[src/rtl/uart_mmio_pkg.sv]
// ============================================================================
// Module : uart_mmio_pkg
// Brief  : Register offsets, STATUS bit positions and field widths shared by
//          the UART MMIO bridge.
// Rev    : 1.0 - initial release
// ============================================================================
`default_nettype none

package uart_mmio_pkg;

    localparam logic [3:0] RXDATA_OFF = 4'h0;
    localparam logic [3:0] TXDATA_OFF = 4'h4;
    localparam logic [3:0] STATUS_OFF = 4'h8;
    localparam logic [3:0] CLEAR_OFF  = 4'hC;

    localparam int c_ST_RX_NONEMPTY = 0;
    localparam int c_ST_TX_NOTFULL  = 1;
    localparam int c_ST_RX_OVERRUN  = 2;
    localparam int c_ST_TX_OVERRUN  = 3;
    localparam int c_ST_RX_UNDERRUN = 4;

    localparam int c_ST_CNT_W       = 8;
    localparam int c_ST_RX_CNT_LSB  = 8;
    localparam int c_ST_TX_CNT_LSB  = 16;

    function automatic logic [c_ST_CNT_W-1:0] sat_count(input logic [31:0] v);
        return (v > 32'((1 << c_ST_CNT_W) - 1)) ? '1 : v[c_ST_CNT_W-1:0];
    endfunction

endpackage

`default_nettype wire

[src/rtl/uart_mmio_bridge_sync_fifo.sv]
// ============================================================================
// Module : sync_fifo
// Brief  : Single-clock FIFO with wrap-bit pointers; a pop frees the slot for
//          a push in the same cycle, so push+pop works at any fill level.
// Rev    : 1.0 - initial release
// ============================================================================
`default_nettype none

module sync_fifo #(
    parameter int WIDTH = 8,
    parameter int DEPTH = 8
) (
    input  logic                     clk,
    input  logic                     rst,
    input  logic                     push,
    input  logic                     pop,
    input  logic [WIDTH-1:0]         din,
    output logic [WIDTH-1:0]         dout,
    output logic                     full,
    output logic                     empty,
    output logic [$clog2(DEPTH):0]   count
);

    localparam int c_AW = $clog2(DEPTH);

    logic [WIDTH-1:0] r_mem [DEPTH];
    logic [c_AW:0]    r_wptr;
    logic [c_AW:0]    r_rptr;
    logic             w_do_push;
    logic             w_do_pop;

    assign empty = (r_wptr == r_rptr);
    assign full  = (r_wptr[c_AW] != r_rptr[c_AW]) &&
                   (r_wptr[c_AW-1:0] == r_rptr[c_AW-1:0]);
    assign count = r_wptr - r_rptr;
    assign dout  = r_mem[r_rptr[c_AW-1:0]];

    assign w_do_pop  = pop & ~empty;
    assign w_do_push = push & (~full | w_do_pop);

    always_ff @(posedge clk or negedge rst) begin
        if (!rst) begin
            r_wptr <= '0;
            r_rptr <= '0;
        end else begin
            if (w_do_push) r_wptr <= r_wptr + 1'b1;
            if (w_do_pop)  r_rptr <= r_rptr + 1'b1;
        end
    end

    always_ff @(posedge clk) begin
        if (w_do_push) r_mem[r_wptr[c_AW-1:0]] <= din;
    end

endmodule

`default_nettype wire

[src/rtl/uart_mmio_bridge.sv]
// ============================================================================
// Module : uart_mmio_bridge
// Brief  : CPU load/store to ready/valid UART bridge with TX/RX FIFOs, STATUS
//          and sticky error flags. Optional macro UART_IRQ_EN adds irq + IE.
// Rev    : 1.0 - initial release
// ============================================================================
`default_nettype none

module uart_mmio_bridge
    import uart_mmio_pkg::*;
#(
    parameter int          TX_DEPTH  = 8,
    parameter int          RX_DEPTH  = 8,
    parameter int          CHAR_W    = 8,
    parameter logic [31:0] BASE_ADDR = 32'h8000_0000
) (
    input  logic              clk,
    input  logic              rst,
    input  logic              stall,
    input  logic [31:0]       addr,
    input  logic              re,
    input  logic              we,
    input  logic [31:0]       wdata,
    output logic [31:0]       rdata,
    output logic              hit,
    output logic [CHAR_W-1:0] tx_data,
    output logic              tx_valid,
    input  logic              tx_ready,
    input  logic [CHAR_W-1:0] rx_data,
    input  logic              rx_valid,
    output logic              rx_ready
`ifdef UART_IRQ_EN
    ,
    output logic              irq
`endif
);

    localparam int c_TXC_W = $clog2(TX_DEPTH) + 1;
    localparam int c_RXC_W = $clog2(RX_DEPTH) + 1;

    logic               w_access, w_wr, w_rd;
    logic [1:0]         w_word;
    logic               w_sel_rx, w_sel_tx, w_sel_st, w_sel_clr;
    logic               w_tx_push, w_tx_pop, w_tx_full, w_tx_empty;
    logic [c_TXC_W-1:0] w_tx_count;
    logic               w_rx_push, w_rx_pop, w_rx_full, w_rx_empty;
    logic [c_RXC_W-1:0] w_rx_count;
    logic [CHAR_W-1:0]  w_rx_head;
    logic               r_run;
    logic [31:0]        r_rdata, w_rd_mux, w_status;
    logic [c_ST_RX_UNDERRUN:c_ST_RX_OVERRUN] r_flags, w_flag_set, w_flag_clr;
    logic               w_unused;

    assign hit      = (addr[31:4] == BASE_ADDR[31:4]);
    assign w_access = hit & ~stall;
    assign w_wr     = w_access & we;
    assign w_rd     = w_access & re & ~we;
    assign w_word   = addr[3:2];

    assign w_sel_rx  = (w_word == RXDATA_OFF[3:2]);
    assign w_sel_tx  = (w_word == TXDATA_OFF[3:2]);
    assign w_sel_st  = (w_word == STATUS_OFF[3:2]);
    assign w_sel_clr = (w_word == CLEAR_OFF[3:2]);

    // r_run holds the UART-facing outputs quiet until the first edge after reset
    assign tx_valid  = r_run & ~w_tx_empty;
    assign w_tx_pop  = tx_valid & tx_ready;
    assign w_tx_push = w_wr & w_sel_tx;

    assign rx_ready  = r_run & ~w_rx_full;
    assign w_rx_push = r_run & rx_valid;
    assign w_rx_pop  = w_rd & w_sel_rx;

    sync_fifo #(.WIDTH(CHAR_W), .DEPTH(TX_DEPTH)) u_tx_fifo (
        .clk   (clk),
        .rst   (rst),
        .push  (w_tx_push),
        .pop   (w_tx_pop),
        .din   (wdata[CHAR_W-1:0]),
        .dout  (tx_data),
        .full  (w_tx_full),
        .empty (w_tx_empty),
        .count (w_tx_count)
    );

    sync_fifo #(.WIDTH(CHAR_W), .DEPTH(RX_DEPTH)) u_rx_fifo (
        .clk   (clk),
        .rst   (rst),
        .push  (w_rx_push),
        .pop   (w_rx_pop),
        .din   (rx_data),
        .dout  (w_rx_head),
        .full  (w_rx_full),
        .empty (w_rx_empty),
        .count (w_rx_count)
    );

    always_comb begin
        w_flag_set = '0;
        w_flag_set[c_ST_RX_OVERRUN]  = w_rx_push & w_rx_full & ~w_rx_pop;
        w_flag_set[c_ST_TX_OVERRUN]  = w_tx_push & w_tx_full & ~w_tx_pop;
        w_flag_set[c_ST_RX_UNDERRUN] = w_rx_pop & w_rx_empty;
    end

    assign w_flag_clr = (w_wr & w_sel_clr) ?
                        wdata[c_ST_RX_UNDERRUN:c_ST_RX_OVERRUN] : '0;

    always_comb begin
        w_status = '0;
        w_status[c_ST_RX_NONEMPTY] = ~w_rx_empty;
        w_status[c_ST_TX_NOTFULL]  = ~w_tx_full;
        w_status[c_ST_RX_UNDERRUN:c_ST_RX_OVERRUN] = r_flags;
        w_status[c_ST_RX_CNT_LSB +: c_ST_CNT_W] = sat_count(32'(w_rx_count));
        w_status[c_ST_TX_CNT_LSB +: c_ST_CNT_W] = sat_count(32'(w_tx_count));
    end

`ifdef UART_IRQ_EN
    logic [1:0] r_ie;
    logic       r_irq;

    always_comb begin
        w_rd_mux = '0;
        if (w_sel_rx)       w_rd_mux = w_rx_empty ? '0 : 32'(w_rx_head);
        else if (w_sel_st)  w_rd_mux = w_status;
        else if (w_sel_clr) w_rd_mux = {30'b0, r_ie};
    end

    always_ff @(posedge clk or negedge rst) begin
        if (!rst) begin
            r_ie  <= 2'b00;
            r_irq <= 1'b0;
        end else begin
            if (w_wr & w_sel_clr) r_ie <= wdata[1:0];
            r_irq <= |(r_ie & {w_tx_empty, ~w_rx_empty}) | (|r_flags);
        end
    end

    assign irq = r_irq;
`else
    always_comb begin
        w_rd_mux = '0;
        if (w_sel_rx)      w_rd_mux = w_rx_empty ? '0 : 32'(w_rx_head);
        else if (w_sel_st) w_rd_mux = w_status;
    end
`endif

    always_ff @(posedge clk or negedge rst) begin
        if (!rst) begin
            r_run   <= 1'b0;
            r_rdata <= '0;
            r_flags <= '0;
        end else begin
            r_run   <= 1'b1;
            if (w_rd) r_rdata <= w_rd_mux;
            // a flag raised in the same cycle as its CLEAR stays set
            r_flags <= (r_flags & ~w_flag_clr) | w_flag_set;
        end
    end

    assign rdata = r_rdata;

    assign w_unused = &{1'b0, addr[1:0], wdata[31:CHAR_W]};

endmodule

`default_nettype wire
[config.mk]
export PLATFORM = sky130hd
export DESIGN_NAME = uart_mmio_bridge
export DESIGN_NICKNAME = d
export VERILOG_FILES = /design/src/rtl/uart_mmio_pkg.sv /design/src/rtl/uart_mmio_bridge_sync_fifo.sv /design/src/rtl/uart_mmio_bridge.sv
export SDC_FILE = /design/constraint.sdc
export NUM_CORES = 1
export LEC_CHECK = 0
export BUFFER_PORTS_ARGS = -buffer_cell sky130_fd_sc_hd__buf_2
export CAP_MARGIN = 0
export CORE_ASPECT_RATIO = 1.1
export CORE_UTILIZATION = 45
export DETAILED_ROUTE_END_ITERATION = 8
export PLACE_DENSITY = 0.66
export RECOVER_POWER = 100
export SLEW_MARGIN = 15
export SYNTH_ARGS = -nofsm -noshare
export SYNTH_HDL_FRONTEND = slang
export SYNTH_HIERARCHICAL = 1
export SYNTH_SLANG_ARGS = --single-unit
[constraint.sdc]
create_clock -name clk -period 3.7 [get_ports clk]
set_input_delay 0.74 -clock clk [delete_from_list [all_inputs] [get_ports clk]]
set_output_delay 0.74 -clock clk [all_outputs]
set_load 0.01 [all_outputs]
==> results.py, run 1 <==
metrics = {
    "global_routing": {
        "grt_usage": 0.197,
        "grt_overflow": 0,
        "grt_pass1_vias": 4268,
        "grt_pass1_wl_microns": 22900,
        "antenna_found_initial": 0,
        "grt_max_degree": 37,
    },
    "floorplanning": {
        "die_w_microns": 122,
        "rows": 47,
        "start_util": 0.467,
        "dieArea_sq_mm": 0.0164,
        "pin_count": 122,
        "die_y_microns": 134,
        "coreArea_sq_mm": 0.0153,
    },
    "pwr": {
        "ir_drop_uv": 478,
        "powerDensity_mw_per_mm2": 602,
        "power_leakage_uw": 0.00303,
    },
    "status": {
        "status": "complete, but fails checks",
        "violations": "max-capacitance violations, max-slew violations",
    },
    "sta": {
        "worst_hold_slack_ns": 0.511,
        "slew_headroom": -0.359,
        "finalMaxSlewViolations": 37,
        "max_freq_mhz": 313,
        "hold_viol_final": 0,
        "skew_ns": 0.00789,
        "setup_ws_ns": 0.508,
        "finalSetupViolCount": 0,
        "tightest_slew_ns": 2.04,
        "tns_ns": 0,
        "rsz0062_at_grt": "false",
        "period_needed_ns": 3.19,
        "fin_crit_sh": 0.863,
    },
    "synth": {
        "synth_area_sq_mm": 0.00715,
        "postSynthAreaPerCell_sq_um": 15.9,
        "yosys_warnings": 6,
        "synthCells": 449,
        "yosysUniqueCellTypes": 50,
        "seq_area_frac_synth": 0.664,
        "ys_ff_latch": 164,
    },
    "detailed_routing": {
        "dr.pass1.iters": 4,
        "ant_nets": 0,
        "wl_microns": 14800,
        "avgViaCountPerCell": 5.31,
        "wire_per_inst_microns": 19.4,
        "num_vias": 4050,
        "drt_iter0_drc": 331,
        "post-route-drc-count": 0,
    },
    "placed_design": {
        "dp_hpwl_microns": 10100,
        "port_buffers": 79,
        "dpl_worst_slack_ns": 0.500,
        "gp_congestion": 0.791,
    },
    "final_layout": {
        "fillers": 1257,
        "nNetsFinal": 646,
        "diodes": 0,
        "final_cell_mix": "128 x edfxtp_1, 58 x nand2_1, 57 x clkbuf_1, 36 x buf_2, 36 x dfrtp_1",
        "final_common_cell": "edfxtp_1",
        "syn2layout_area_growth_pct": 16.1,
        "drive_gt1_frac": 0.219,
        "multi_input_area_sq_mm": 0.00216,
        "register_area_sq_mm": 0.00474,
    },
    "clock_tree": {
        "hold_buffers": 0,
        "clk_pin_slew_ns": 0.06,
        "clock_path_buffers": 2,
        "cts-buffers-inserted": 17,
        "clk_latency_ns": 0.43,
        "cts-root-buf": "clkbuf_16",
        "postCtsSetupRepairBufs": 0,
        "cts-resized-gates": 0,
        "cts_tree": "done",
        "cts_max_level": 4,
        "cts.sinks": 164,
    },
    "setup_path": {
        "cp_max_fo": 10,
        "path_class": "reg2out",
        "critPathBufInv": 2,
        "cp_slowest_cell": "dfrtp_1",
        "worst_setup_path_end_kind": "output port",
        "worstPathRequired_ns": 2.96,
        "max_stage_delay_ns": 0.60,
        "crit_arrival_ns": 2.45,
        "start_kind": "register",
        "path_delay_family": "flip-flops",
        "path_cells": "inv_1 -> ha_1 -> nand3_1 -> nor2_1 -> nor2b_1 -> clkbuf_1",
    },
    "hold_path": {
        "worstHoldPathType": "reg2reg",
    },
    "flow_run": {
        "drv_cap": 1,
    },
}
## sequential cells by signal, summed over array words and instances, names as in the netlist
name	count
u_tx_fifo/r_mem	64
rdata	16
r_run	1
r_flags	3
u_rx_fifo/r_mem	64
u_rx_fifo/r_wptr	4
u_tx_fifo/r_wptr	4
u_rx_fifo/r_rptr	4
u_tx_fifo/r_rptr	4
## routing by layer
layer  track usage  share of wire  up-vias
met5             0              0        -
met4        0.0752         0.0085        0
met3        0.0578          0.047        9
met2         0.356           0.55       99
met1         0.215           0.40     2057
li1              -              -     1885
## worst reg2reg max path: cells and delay by family (launching register included)
family | cells | cell delay [ns]
DFF | 1 | 0.46
buffers and inverters | 1 | 0.10
and+or+nand+nor | 5 | 1.56
adders and majority gates | 1 | 0.32
AOI/OAI and AO/OA | 1 | 0.33
## cells in the mapped netlist, drive strengths merged
cell | count | area (sq um)
and4b | 1 | 10.0
nor4 | 9 | 93.8
a22o | 5 | 43.8
fa | 2 | 40.0
conb | 2 | 7.51
clkbuf | 4 | 15.0
a21oi | 2 | 10.0
nor3 | 9 | 45.0
o31ai | 4 | 35.0
a31o | 11 | 96.3
o311ai | 1 | 16.3
dfrtp | 36 | 901
nor3b | 2 | 26.3
nor4b | 1 | 15.0
ha | 10 | 125
or3 | 3 | 28.8
inv | 17 | 63.8
o21a | 11 | 82.6
nand4 | 2 | 18.8
nand2 | 59 | 231
nor2b | 3 | 18.8
or4 | 1 | 7.51
nor2 | 19 | 71.3
edfxtp | 128 | 3840
a21o | 2 | 15.0
nand4b | 1 | 8.76
nand3 | 10 | 50.1
xnor2 | 14 | 130
mux2 | 9 | 105
nand3b | 2 | 15.0
and2 | 2 | 12.5
o21ai | 3 | 15.0
mux4 | 32 | 721
xor2 | 6 | 52.6
buf | 26 | 175
## power breakdown
group	total (uW)	leakage [uW]	internal, uW	switching [uW]
sequential	2170	0.00163	2100	73.9
clock	1860	0.000295	1130	725
combinational	970	0.00111	416	554
total	5000	0.00303	3650	1350
## through the flow
stage	cell area [sq um]	util	power (uW)	std cells
finish	8300	0.543	5000	763
detailed placement	7830	0.512	3240	732
global placement	7830	0.512	3200	732
CTS	8450	0.553	5100	763
floorplan	7200	-	2910	464
global route	8300	0.543	5230	763
## final cells by class
class | count | area share
flip-flops and latches | 164 | 0.572
well taps | 196 | 0.0295
clock inverters | 14 | 0.0240
inverters | 17 | 0.00769
repair buffers | 102 | 0.0553
multi-input cells | 253 | 0.261
clock buffers | 17 | 0.0513
## worst paths after layout
check,from,end,slack (ns),cells after the start
max in group asynchronous,rst,r_flags[3],1.64,1
worst max register to register,u_tx_fifo/r_wptr[0],u_tx_fifo/r_mem[5][1],0.54,8
worst max-delay path,u_rx_fifo/r_rptr[2],rx_ready,0.51,6
worst min register to register,rdata[1],rdata[1],0.51,1
min in group asynchronous,rst,rdata[10],0.88,1
worst min-delay path,rdata[1],rdata[1],0.51,1
## cells by family (layout without fill, tap and decap cells)
family,after synthesis,in the layout,share of synthesized area
multiplexers,41,41,0.116
AND/OR/NAND/NOR,124,124,0.0914
AO/OA/AOI/OAI,39,39,0.0439
flip-flops,164,164,0.664
buffers and inverters,47,150,0.0355
XOR/XNOR,20,20,0.0256
other,2,17,0.00105
adder cells (fa/ha/maj),12,12,0.0231
No activity file was read; power rests on OpenSTA's default activity.
==> run 2: changes to the inputs <==
--- a/config.mk
+++ b/config.mk
@@ -7,10 +7,12 @@
 export LEC_CHECK = 0
 export BUFFER_PORTS_ARGS = -buffer_cell sky130_fd_sc_hd__buf_2
 export CAP_MARGIN = 0
+export CELL_PAD_IN_SITES_DETAIL_PLACEMENT = 0
+export CELL_PAD_IN_SITES_GLOBAL_PLACEMENT = 1
 export CORE_ASPECT_RATIO = 1.1
 export CORE_UTILIZATION = 45
 export DETAILED_ROUTE_END_ITERATION = 8
-export PLACE_DENSITY = 0.66
+export PLACE_DENSITY_LB_ADDON = 0.1
 export RECOVER_POWER = 100
 export SLEW_MARGIN = 15
 export SYNTH_ARGS = -nofsm -noshare
==> run 2 against run 1 <==
  * The flow still finishes with violations (max-capacitance violations, max-slew violations)
  * Fmax grew 2.7%
  * Core utilization shrank 0.48 points
  * Flip-flop and latch count is the same
  * Critical path depth grew 2
  * Cell count grew 0.39%
  * Worst hold slack lost 0.023 ns
  * Largest cell class unchanged
  * First-iteration DRC count shrank 13%
  * Sequential power is essentially flat
  * Clock skew grew 0.0052 ns
  * Register-to-register slack gained 0.15 ns
==> results.py, run 2 (synthesis results as in run 1) <==
metrics = {
    "placed_design": {
        "dpl_worst_slack_ns": 0.480,
        "dp_cells": 737,
        "gp_congestion": 0.796,
        "port_buffers": 79,
        "dp_hpwl_microns": 10200,
    },
    "global_routing": {
        "grt_pass1_wl_microns": 23700,
        "grt_max_degree": 37,
        "grt_overflow": 0,
        "antenna_found_initial": 0,
        "grt_pass1_vias": 4195,
        "grt_usage": 0.200,
    },
    "sta": {
        "finalSetupViolCount": 0,
        "period_needed_ns": 3.11,
        "rsz0062_at_grt": "false",
        "max_freq_mhz": 322,
        "tightest_slew_ns": 1.97,
        "finalMaxSlewViolations": 37,
        "slew_headroom": -0.312,
        "setup_ws_ns": 0.593,
        "hold_viol_final": 0,
        "tns_ns": 0,
        "fin_crit_sh": 0.840,
        "skew_ns": 0.0130,
    },
    "floorplanning": {
        "die_y_microns": 134,
        "pin_count": 122,
        "coreArea_sq_mm": 0.0153,
        "start_util": 0.467,
        "die_w_microns": 122,
        "dieArea_sq_mm": 0.0164,
        "rows": 47,
    },
    "clock_tree": {
        "cts_tree": "done",
        "hold_buffers": 0,
        "clk_pin_slew_ns": 0.06,
        "cts.sinks": 164,
        "cts-root-buf": "clkbuf_16",
        "postCtsSetupRepairBufs": 0,
        "cts_max_level": 4,
        "cts-resized-gates": 0,
        "cts-buffers-inserted": 17,
        "clock_path_buffers": 2,
        "clk_latency_ns": 0.42,
    },
    "detailed_routing": {
        "dr.pass1.iters": 4,
        "ant_nets": 0,
        "wl_microns": 14900,
        "drt_iter0_drc": 289,
        "avgViaCountPerCell": 5.27,
        "post-route-drc-count": 0,
        "wire_per_inst_microns": 19.4,
        "num_vias": 4035,
    },
    "hold_path": {
        "worstHoldPathType": "reg2reg",
    },
    "setup_path": {
        "r2r_end": "u_tx_fifo/r_mem[3][1]",
        "cp_max_fo": 9,
        "worst_setup_path_end_kind": "register",
        "start_kind": "primary input",
        "reg2reg_from": "u_tx_fifo/r_wptr[0]",
        "crit_end": "u_rx_fifo/r_mem[1][0]",
        "worstPathRequired_ns": 3.75,
        "critPathLaunch": "addr[5]",
        "r2r_cells": 9,
        "ff2ff_setup_slack_ns": 0.69,
        "path_class": "in2reg",
        "crit_arrival_ns": 3.16,
    },
    "status": {
        "violations": "max-capacitance violations, max-slew violations",
        "status": "complete, but fails checks",
    },
    "pwr": {
        "power_leakage_uw": 0.00301,
        "intPower_uw": 3430,
        "power_frac_comb": 0.207,
        "ir_drop_uv": 370,
        "sw_frac_of_total": 0.273,
        "powerDensity_mw_per_mm2": 573,
        "p_seq_frac": 0.460,
        "p_clk_frac": 0.334,
        "p_switching_uw": 1290,
    },
    "final_layout": {
        "syn2layout_area_growth_pct": 15.1,
        "nNetsFinal": 651,
        "fillers": 1313,
        "final_core_util": 0.538,
        "fin_cells": 766,
        "diodes": 0,
        "drive_gt1_frac": 0.214,
        "final_common_cell": "edfxtp_1",
        "final_cell_mix": "128 x edfxtp_1, 63 x clkbuf_1, 58 x nand2_1, 36 x buf_2, 36 x dfrtp_1",
    },
    "flow_run": {
        "drv_cap": 1,
    },
}
run 2: cell count changes in the layout (fill, tap and decap cells not counted):
cell / before / now
nor3b_2: 1 / 0
nor3b_4: 0 / 1
mux2_2: 5 / 6
clkinv_2: 0 / 3
clkbuf_1: 57 / 63
mux2_1: 4 / 3
inv_6: 5 / 0
bufinv_16: 4 / 1
clkinv_4: 1 / 2
buf_4: 8 / 9
run 2: worst max-delay path, stage by stage:
cell      delay [ns]
buf_2           0.10
nor4_1          0.35
nand4_2         0.17
clkbuf_1        0.25
nor4_1          0.44
nor3_1          0.18
nor4_1          0.41
clkbuf_1        0.52
run 2: routing by layer:
metal | up-vias | share of wire | global-route usage
met5 | - | 0 | 0
met4 | 0 | 0.011 | 0.0678
met3 | 12 | 0.028 | 0.0400
met2 | 67 | 0.53 | 0.327
met1 | 2067 | 0.43 | 0.266
li1 | 1889 | - | -
run 2: how the worst min path moves through the flow:
stage	startpoint	endpoint	slack, ns	cells past startpoint
3_3_place_gp	rdata[0]	rdata[0]	0.47	1
6_report	rdata[0]	rdata[0]	0.49	1
4_1_cts	rst	rdata[17]	0.45	1
3_5_place_dp	rdata[0]	rdata[0]	0.47	1
5_1_grt	rdata[0]	rdata[0]	0.52	1
2_1_floorplan	rst	r_flags[2]	0.44	0
run 2: power by group through the flow:
| stage | logic, uW | registers [uW] | clock network, uW |
|---|---|---|---|
| 2_1_floorplan | 722 | 2190 | 0 |
| 3_3_place_gp | 1020 | 2200 | 0 |
| 3_5_place_dp | 1040 | 2210 | 0 |
| 4_1_cts | 1040 | 2170 | 1610 |
| 5_1_grt | 1090 | 2180 | 1690 |
| 6_report | 974 | 2170 | 1570 |
run 2: final cells by class:
type / count / area, sq um / area share
tap: 196 / 245 / 0.0298
sequential: 164 / 4740 / 0.577
clock inverter: 10 / 88.8 / 0.0108
timing repair buffer: 107 / 482 / 0.0586
inverter: 17 / 63.8 / 0.00776
clock buffer: 19 / 433 / 0.0526
multi-input combinational: 253 / 2170 / 0.264
run 2: per-stage QoR:
step	total power (uW)	instance area, sq um	hold slack, ns
after detailed placement	3250	7860	0.474
final	4720	8230	0.488
after global placement	3230	7860	0.471
after CTS	4820	8390	0.452
after global routing	4960	8230	0.522
after floorplan	2910	7200	0.444
